**config.mk**
```make
export PLATFORM = sky130hd
export DESIGN_NAME = memory_write_ctrl
export DESIGN_NICKNAME = d
export VERILOG_FILES = /design/src/rtl/memory_write_ctrl_pkg.sv /design/src/rtl/memory_write_ctrl_frame_desc_reg.sv /design/src/rtl/memory_write_ctrl.sv
export SDC_FILE = /design/constraint.sdc
export NUM_CORES = 1
export LEC_CHECK = 0
export CAP_MARGIN = 20
export CORE_AREA = 2 2 418 420
export DETAILED_ROUTE_END_ITERATION = 8
export DIE_AREA = 0 0 420 422
export DONT_BUFFER_PORTS = 1
export SLEW_MARGIN = 20
export SYNTH_ARGS = -nofsm -noshare
export SYNTH_HDL_FRONTEND = slang
export SYNTH_SLANG_ARGS = --single-unit
```
**constraint.sdc**
```tcl
create_clock -name clk -period 2.35 [get_ports clk]
set_input_delay 0 -clock clk [delete_from_list [all_inputs] [get_ports clk]]
set_output_delay 0 -clock clk [all_outputs]
set_load 0.02 [all_outputs]
```
**src/rtl/memory_write_ctrl_pkg.sv**
```systemverilog
// Shared definitions for the block-linked frame buffer (write and read sides).
package memory_write_ctrl_pkg;

    localparam int unsigned ADDR_W     = 12;
    localparam int unsigned BLOCK_BITS = 512;
    localparam int unsigned FOOTER_W   = 16;
    localparam int unsigned PAYLOAD_W  = BLOCK_BITS - FOOTER_W;

    // Link footer stored in the low 16 bits of every block.
    typedef struct packed {
        logic [ADDR_W-1:0] next_idx;
        logic              eop;
        logic [2:0]        rsvd;
    } footer_t;

    typedef enum logic {
        ALLOC  = 1'b0,
        STREAM = 1'b1
    } wr_state_t;

    function automatic footer_t make_footer(input logic [ADDR_W-1:0] next_idx,
                                            input logic eop);
        footer_t f;
        f.next_idx = next_idx;
        f.eop      = eop;
        f.rsvd     = '0;
        return f;
    endfunction

endpackage

```
**src/rtl/memory_write_ctrl_frame_desc_reg.sv**
```systemverilog
// One-entry frame descriptor holding register with valid/ready handshake.
module frame_desc_reg
    import memory_write_ctrl_pkg::*;
#(
    parameter int unsigned CNT_W = 8
) (
    input  logic              clk,
    input  logic              rst_n,
    input  logic              load,
    input  logic [ADDR_W-1:0] load_start,
    input  logic [CNT_W-1:0]  load_nblocks,
    output logic              valid,
    input  logic              ready,
    output logic [ADDR_W-1:0] start_addr,
    output logic [CNT_W-1:0]  nblocks
);

    // Capture a descriptor on load; drop valid the cycle after the handshake.
    always_ff @(posedge clk or negedge rst_n) begin
        if (!rst_n) begin
            valid      <= 1'b0;
            start_addr <= '0;
            nblocks    <= '0;
        end else if (load) begin
            valid      <= 1'b1;
            start_addr <= load_start;
            nblocks    <= load_nblocks;
        end else if (valid && ready) begin
            valid <= 1'b0;
        end
    end

endmodule

```
**src/rtl/memory_write_ctrl.sv**
```systemverilog
// Write side of the block-linked frame buffer: links payload blocks through
// free-list indices and emits a {start, count} descriptor per frame.
module memory_write_ctrl
    import memory_write_ctrl_pkg::*;
#(
    parameter int unsigned CNT_W = 8
) (
    input  logic                  clk,
    input  logic                  rst_n,
    input  logic [PAYLOAD_W-1:0]  data_i,
    input  logic                  data_valid_i,
    input  logic                  data_end_i,
    output logic                  data_ready_o,
    input  logic                  free_valid_i,
    input  logic [ADDR_W-1:0]     free_idx_i,
    output logic                  free_pop_o,
    output logic                  mem_we_o,
    output logic [ADDR_W-1:0]     mem_waddr_o,
    output logic [BLOCK_BITS-1:0] mem_wdata_o,
    output logic                  desc_valid_o,
    input  logic                  desc_ready_i,
    output logic [ADDR_W-1:0]     desc_start_addr_o,
    output logic [CNT_W-1:0]      desc_nblocks_o
);

    wr_state_t         state;
    logic [ADDR_W-1:0] cur_addr;
    logic              cur_valid;
    logic              in_frame;
    logic [ADDR_W-1:0] frame_start;
    logic [CNT_W-1:0]  blk_cnt;

    logic              accept;
    logic              accept_end;
    logic [CNT_W-1:0]  cnt_next;
    logic [ADDR_W-1:0] start_next;

    // Handshake decode; a spare free index is required even for the end block
    // so that readiness never depends on data_end_i.
    always_comb begin
        data_ready_o = rst_n && (state == STREAM) && cur_valid
                       && free_valid_i && !desc_valid_o;
        accept       = data_valid_i && data_ready_o;
        accept_end   = accept && data_end_i;
        if (state == ALLOC)
            free_pop_o = rst_n && free_valid_i;
        else
            free_pop_o = accept && !data_end_i;
        if (!in_frame)
            cnt_next = CNT_W'(1);
        else if (&blk_cnt)
            cnt_next = blk_cnt;
        else
            cnt_next = blk_cnt + CNT_W'(1);
        start_next = in_frame ? frame_start : cur_addr;
    end

    // Block allocation / streaming FSM with registered memory write port.
    always_ff @(posedge clk or negedge rst_n) begin
        if (!rst_n) begin
            state       <= ALLOC;
            cur_addr    <= '0;
            cur_valid   <= 1'b0;
            in_frame    <= 1'b0;
            frame_start <= '0;
            blk_cnt     <= '0;
            mem_we_o    <= 1'b0;
            mem_waddr_o <= '0;
            mem_wdata_o <= '0;
        end else begin
            mem_we_o <= 1'b0;
            case (state)
                ALLOC: begin
                    if (free_valid_i) begin
                        cur_addr  <= free_idx_i;
                        cur_valid <= 1'b1;
                        state     <= STREAM;
                    end
                end
                STREAM: begin
                    if (accept) begin
                        mem_we_o    <= 1'b1;
                        mem_waddr_o <= cur_addr;
                        blk_cnt     <= cnt_next;
                        frame_start <= start_next;
                        if (data_end_i) begin
                            mem_wdata_o <= {data_i, make_footer('0, 1'b1)};
                            cur_valid   <= 1'b0;
                            in_frame    <= 1'b0;
                            state       <= ALLOC;
                        end else begin
                            mem_wdata_o <= {data_i, make_footer(free_idx_i, 1'b0)};
                            cur_addr    <= free_idx_i;
                            in_frame    <= 1'b1;
                        end
                    end
                end
                default: state <= ALLOC;
            endcase
        end
    end

    frame_desc_reg #(
        .CNT_W(CNT_W)
    ) u_desc (
        .clk          (clk),
        .rst_n        (rst_n),
        .load         (accept_end),
        .load_start   (start_next),
        .load_nblocks (cnt_next),
        .valid        (desc_valid_o),
        .ready        (desc_ready_i),
        .start_addr   (desc_start_addr_o),
        .nblocks      (desc_nblocks_o)
    );

endmodule

```
==> flow_metrics.tcl <==
set metrics [dict create \
    core_area_mm2 0.1729 \
    layout.nets 3857 \
    whs_ns -0.9689 \
    layout_common_cells "nand2_1 (1581), dlygate4sd3_1 (921), dfrtp_1 (578), clkbuf_16 (79), buf_4 (30)" \
    maxSlewHeadroom 0.01769 \
    syn_area_per_cell_um2 9.114 \
    ys_seq_elements 578 \
    place_area_mm2 0.02484 \
    cts_root_buffer "clkbuf_16" \
    seq_area_frac_synth 0.6539 \
    fin_area_mm2 0.03689 \
    violations "hold timing, setup timing" \
    routedWlPerCell_um 22.68 \
    synthCells 2427 \
    place_congestion 0.8883 \
    p_leak_nw 16.49 \
    drtPass1Iterations 5 \
    vias 21332 \
    setup-tns-final_ns -0.1023 \
    boundaryPins 1062 \
    hold_buffers 921 \
    drv_slew 0 \
    cts_made_buffers 73 \
    die_area_mm2 0.1772 \
    drt_iter0_markers 1735 \
    grt_overflow 0 \
    worst_pin_slew_ns 1.473 \
    grt_pass1_vias 22622 \
    yosysTopAreaCellShare 0.6539 \
    instances_no_fill 5771 \
    max-vdd-ir-drop_mv 0.5483 \
    htreeDepth 3 \
    finalPower_mw 46.18 \
    drc_errors 0 \
    cts.sinks 578 \
    start_kind "input pin" \
    synth_edf_count 0 \
    drv_cap 0 \
    ys.flop_type "dfrtp_1" \
    period_minus_slack_ns 2.390 \
    finClkSkew_ns 0.02337 \
    p_per_area_mw_per_mm2 1252 \
    cts_tree "done" \
    globalRouteTotalUtil 0.1416 \
    fmax_ghz 0.4183 \
    start_util 0.1280 \
    hpwl_um 96100 \
    endpoint_kind "flop" \
    finalWirelength_um 130900 \
    setup_viol 9 \
    critical_path_class "input pin to flop" \
    arrival_ns 2.95 \
    syn_to_final_growth_pct 66.77 \
    ys_types 40 \
    hold_viol 578 \
    synth.area.top_cells "dfrtp_1 (65%), nand2_1 (27%), buf_2 (2.3%)" \
    cts_buffer_depth 3 \
    timing.final.ws_setup_ns -0.04035 \
    cp.required_ns 2.91 \
    filler_cell_count 18560 \
    port_buffers 0 \
    antenna_found_initial 82 \
    path_max_fanout 581 \
    grt_pass1_wl_um 174600 \
    period_share 1.017 \
    async_flop_share 1.000 \
    clkLatencyLatePin_ns 0.68 \
    place_inst 4663 \
    detail-route-antenna-nets 0 \
    layout-drive-gt1-share 0.06118 \
    yosysTopAreaCell "dfrtp_1" \
    rows 153 \
    slowest_stage "and2_1" \
    cp_slowest_stage_delay_ns 0.66 \
    viasPerCell 3.696 \
    grt_start_max_net_pins 582 \
    syn_area_mm2 0.02212 \
    die_x_um 420 \
    ys_warn_count 0 \
    outcome "finished, violations left" \
    final_common_cell "nand2_1" \
    die_y_um 422 \
    hold_path_class "input pin to asynchronous set/reset pin" \
    clkTransAtPathRegs_ns 0.06 \
    pre_cts_ws_ns 0.3353 \
    crit_path_cell_trace "and2_1 > nand3_4 > clkinv_8 > buf_12 > buf_12 > nand2_1 > dlygate4sd3_1 > nand2_1" \
    final_util 0.2134 \
]
-- where the power goes --
part	leakage, nW	internal (mW)	switching (mW)
Sequential	7.22	14.5	12.3
Clock	1.25	7.38	4.93
Combinational	8.02	3.34	3.75
Total	16.5	25.2	21.0
-- critical path: cells and delay by family --
family | cells | cell delay [ns]
AND/OR/NAND/NOR | 4 | 1.04
buffers and inverters | 4 | 1.14
-- final cells by class --
cell class              instances  area [um^2]  share of cell area
clock buffers                  94         2039             0.05528
clock inverters                39        530.5             0.01438
repair inverters                1        8.758           0.0002374
repair buffers                968         9804              0.2658
diodes                         46        115.1            0.003120
multi-input cells            1718         6999              0.1897
flip-flops and latches        578        14460              0.3921
well taps                    2325         2909             0.07886
inverters                       2        20.02           0.0005427
-- cell families (layout without fill, tap and decap cells) --
| logic type | Yosys count | after routing | share of synthesized area |
|---|---|---|---|
| fa+ha+maj | 1 | 1 | 0.0005656 |
| simple gates | 1631 | 1631 | 0.2829 |
| flops | 578 | 578 | 0.6539 |
| compound gates | 43 | 43 | 0.01278 |
| buf+inv | 133 | 1104 | 0.03037 |
| xor+xnor | 2 | 2 | 0.0007920 |
| mux | 38 | 38 | 0.01855 |
| other cells | 1 | 49 | 0.0001695 |
-- worst paths after layout --
check                                            from                            end  slack [ns]  cells past startpoint
max reg2reg                  u_desc.valid$_DFFE_PN0P_        cur_addr[2]$_DFFE_PN0P_        0.05                      6
min                                             rst_n   mem_wdata_o[382]$_DFFE_PN0P_       -0.97                      0
max                                             rst_n   mem_wdata_o[369]$_DFFE_PN0P_       -0.04                      8
max in group asynchronous                       rst_n  u_desc.nblocks[2]$_DFFE_PN0P_        2.14                      0
min reg2reg                frame_start[0]$_DFFE_PN0P_     frame_start[0]$_DFFE_PN0P_        0.50                      1
min in group clk                          data_i[129]   mem_wdata_o[145]$_DFFE_PN0P_        0.05                      3
-- cell usage after synthesis (all sizes together) (6+ instances only) --
cell / n
o21ai: 26
nor2: 9
nand3: 7
clkbuf: 20
nand3b: 12
nand2: 1581
a21oi: 6
buf: 111
mux2i: 14
mux2: 24
dfrtp: 578
-- routing by layer --
layer,part of all wire,wire length (um),GRT usage,up-vias
met5,0.00073,95,0,-
met4,0.052,6767,0.07368,14
met3,0.18,23150,0.1076,389
met2,0.47,61800,0.2328,1330
met1,0.30,39100,0.1245,10322
li1,-,-,-,9277
-- flip-flops by register name, indices dropped and copies added (netlist names) --
name               cells
state                  1
cur_valid              1
u_desc.start_addr     12
cur_addr              12
frame_start           12
mem_waddr_o           12
mem_wdata_o          509
mem_we_o               1
blk_cnt                8
u_desc.valid           1
u_desc.nblocks         8
in_frame               1
-- repair_timing --
| action | in CTS | in global routing |
|---|---|---|
| resized for setup | 0 | 6 |
| setup buffers | 0 | 4 |
| hold endpoints to repair | 1124 | 578 |
| setup endpoints to repair | 0 | 166 |
Note: power is estimated with default switching activity, not from simulation.
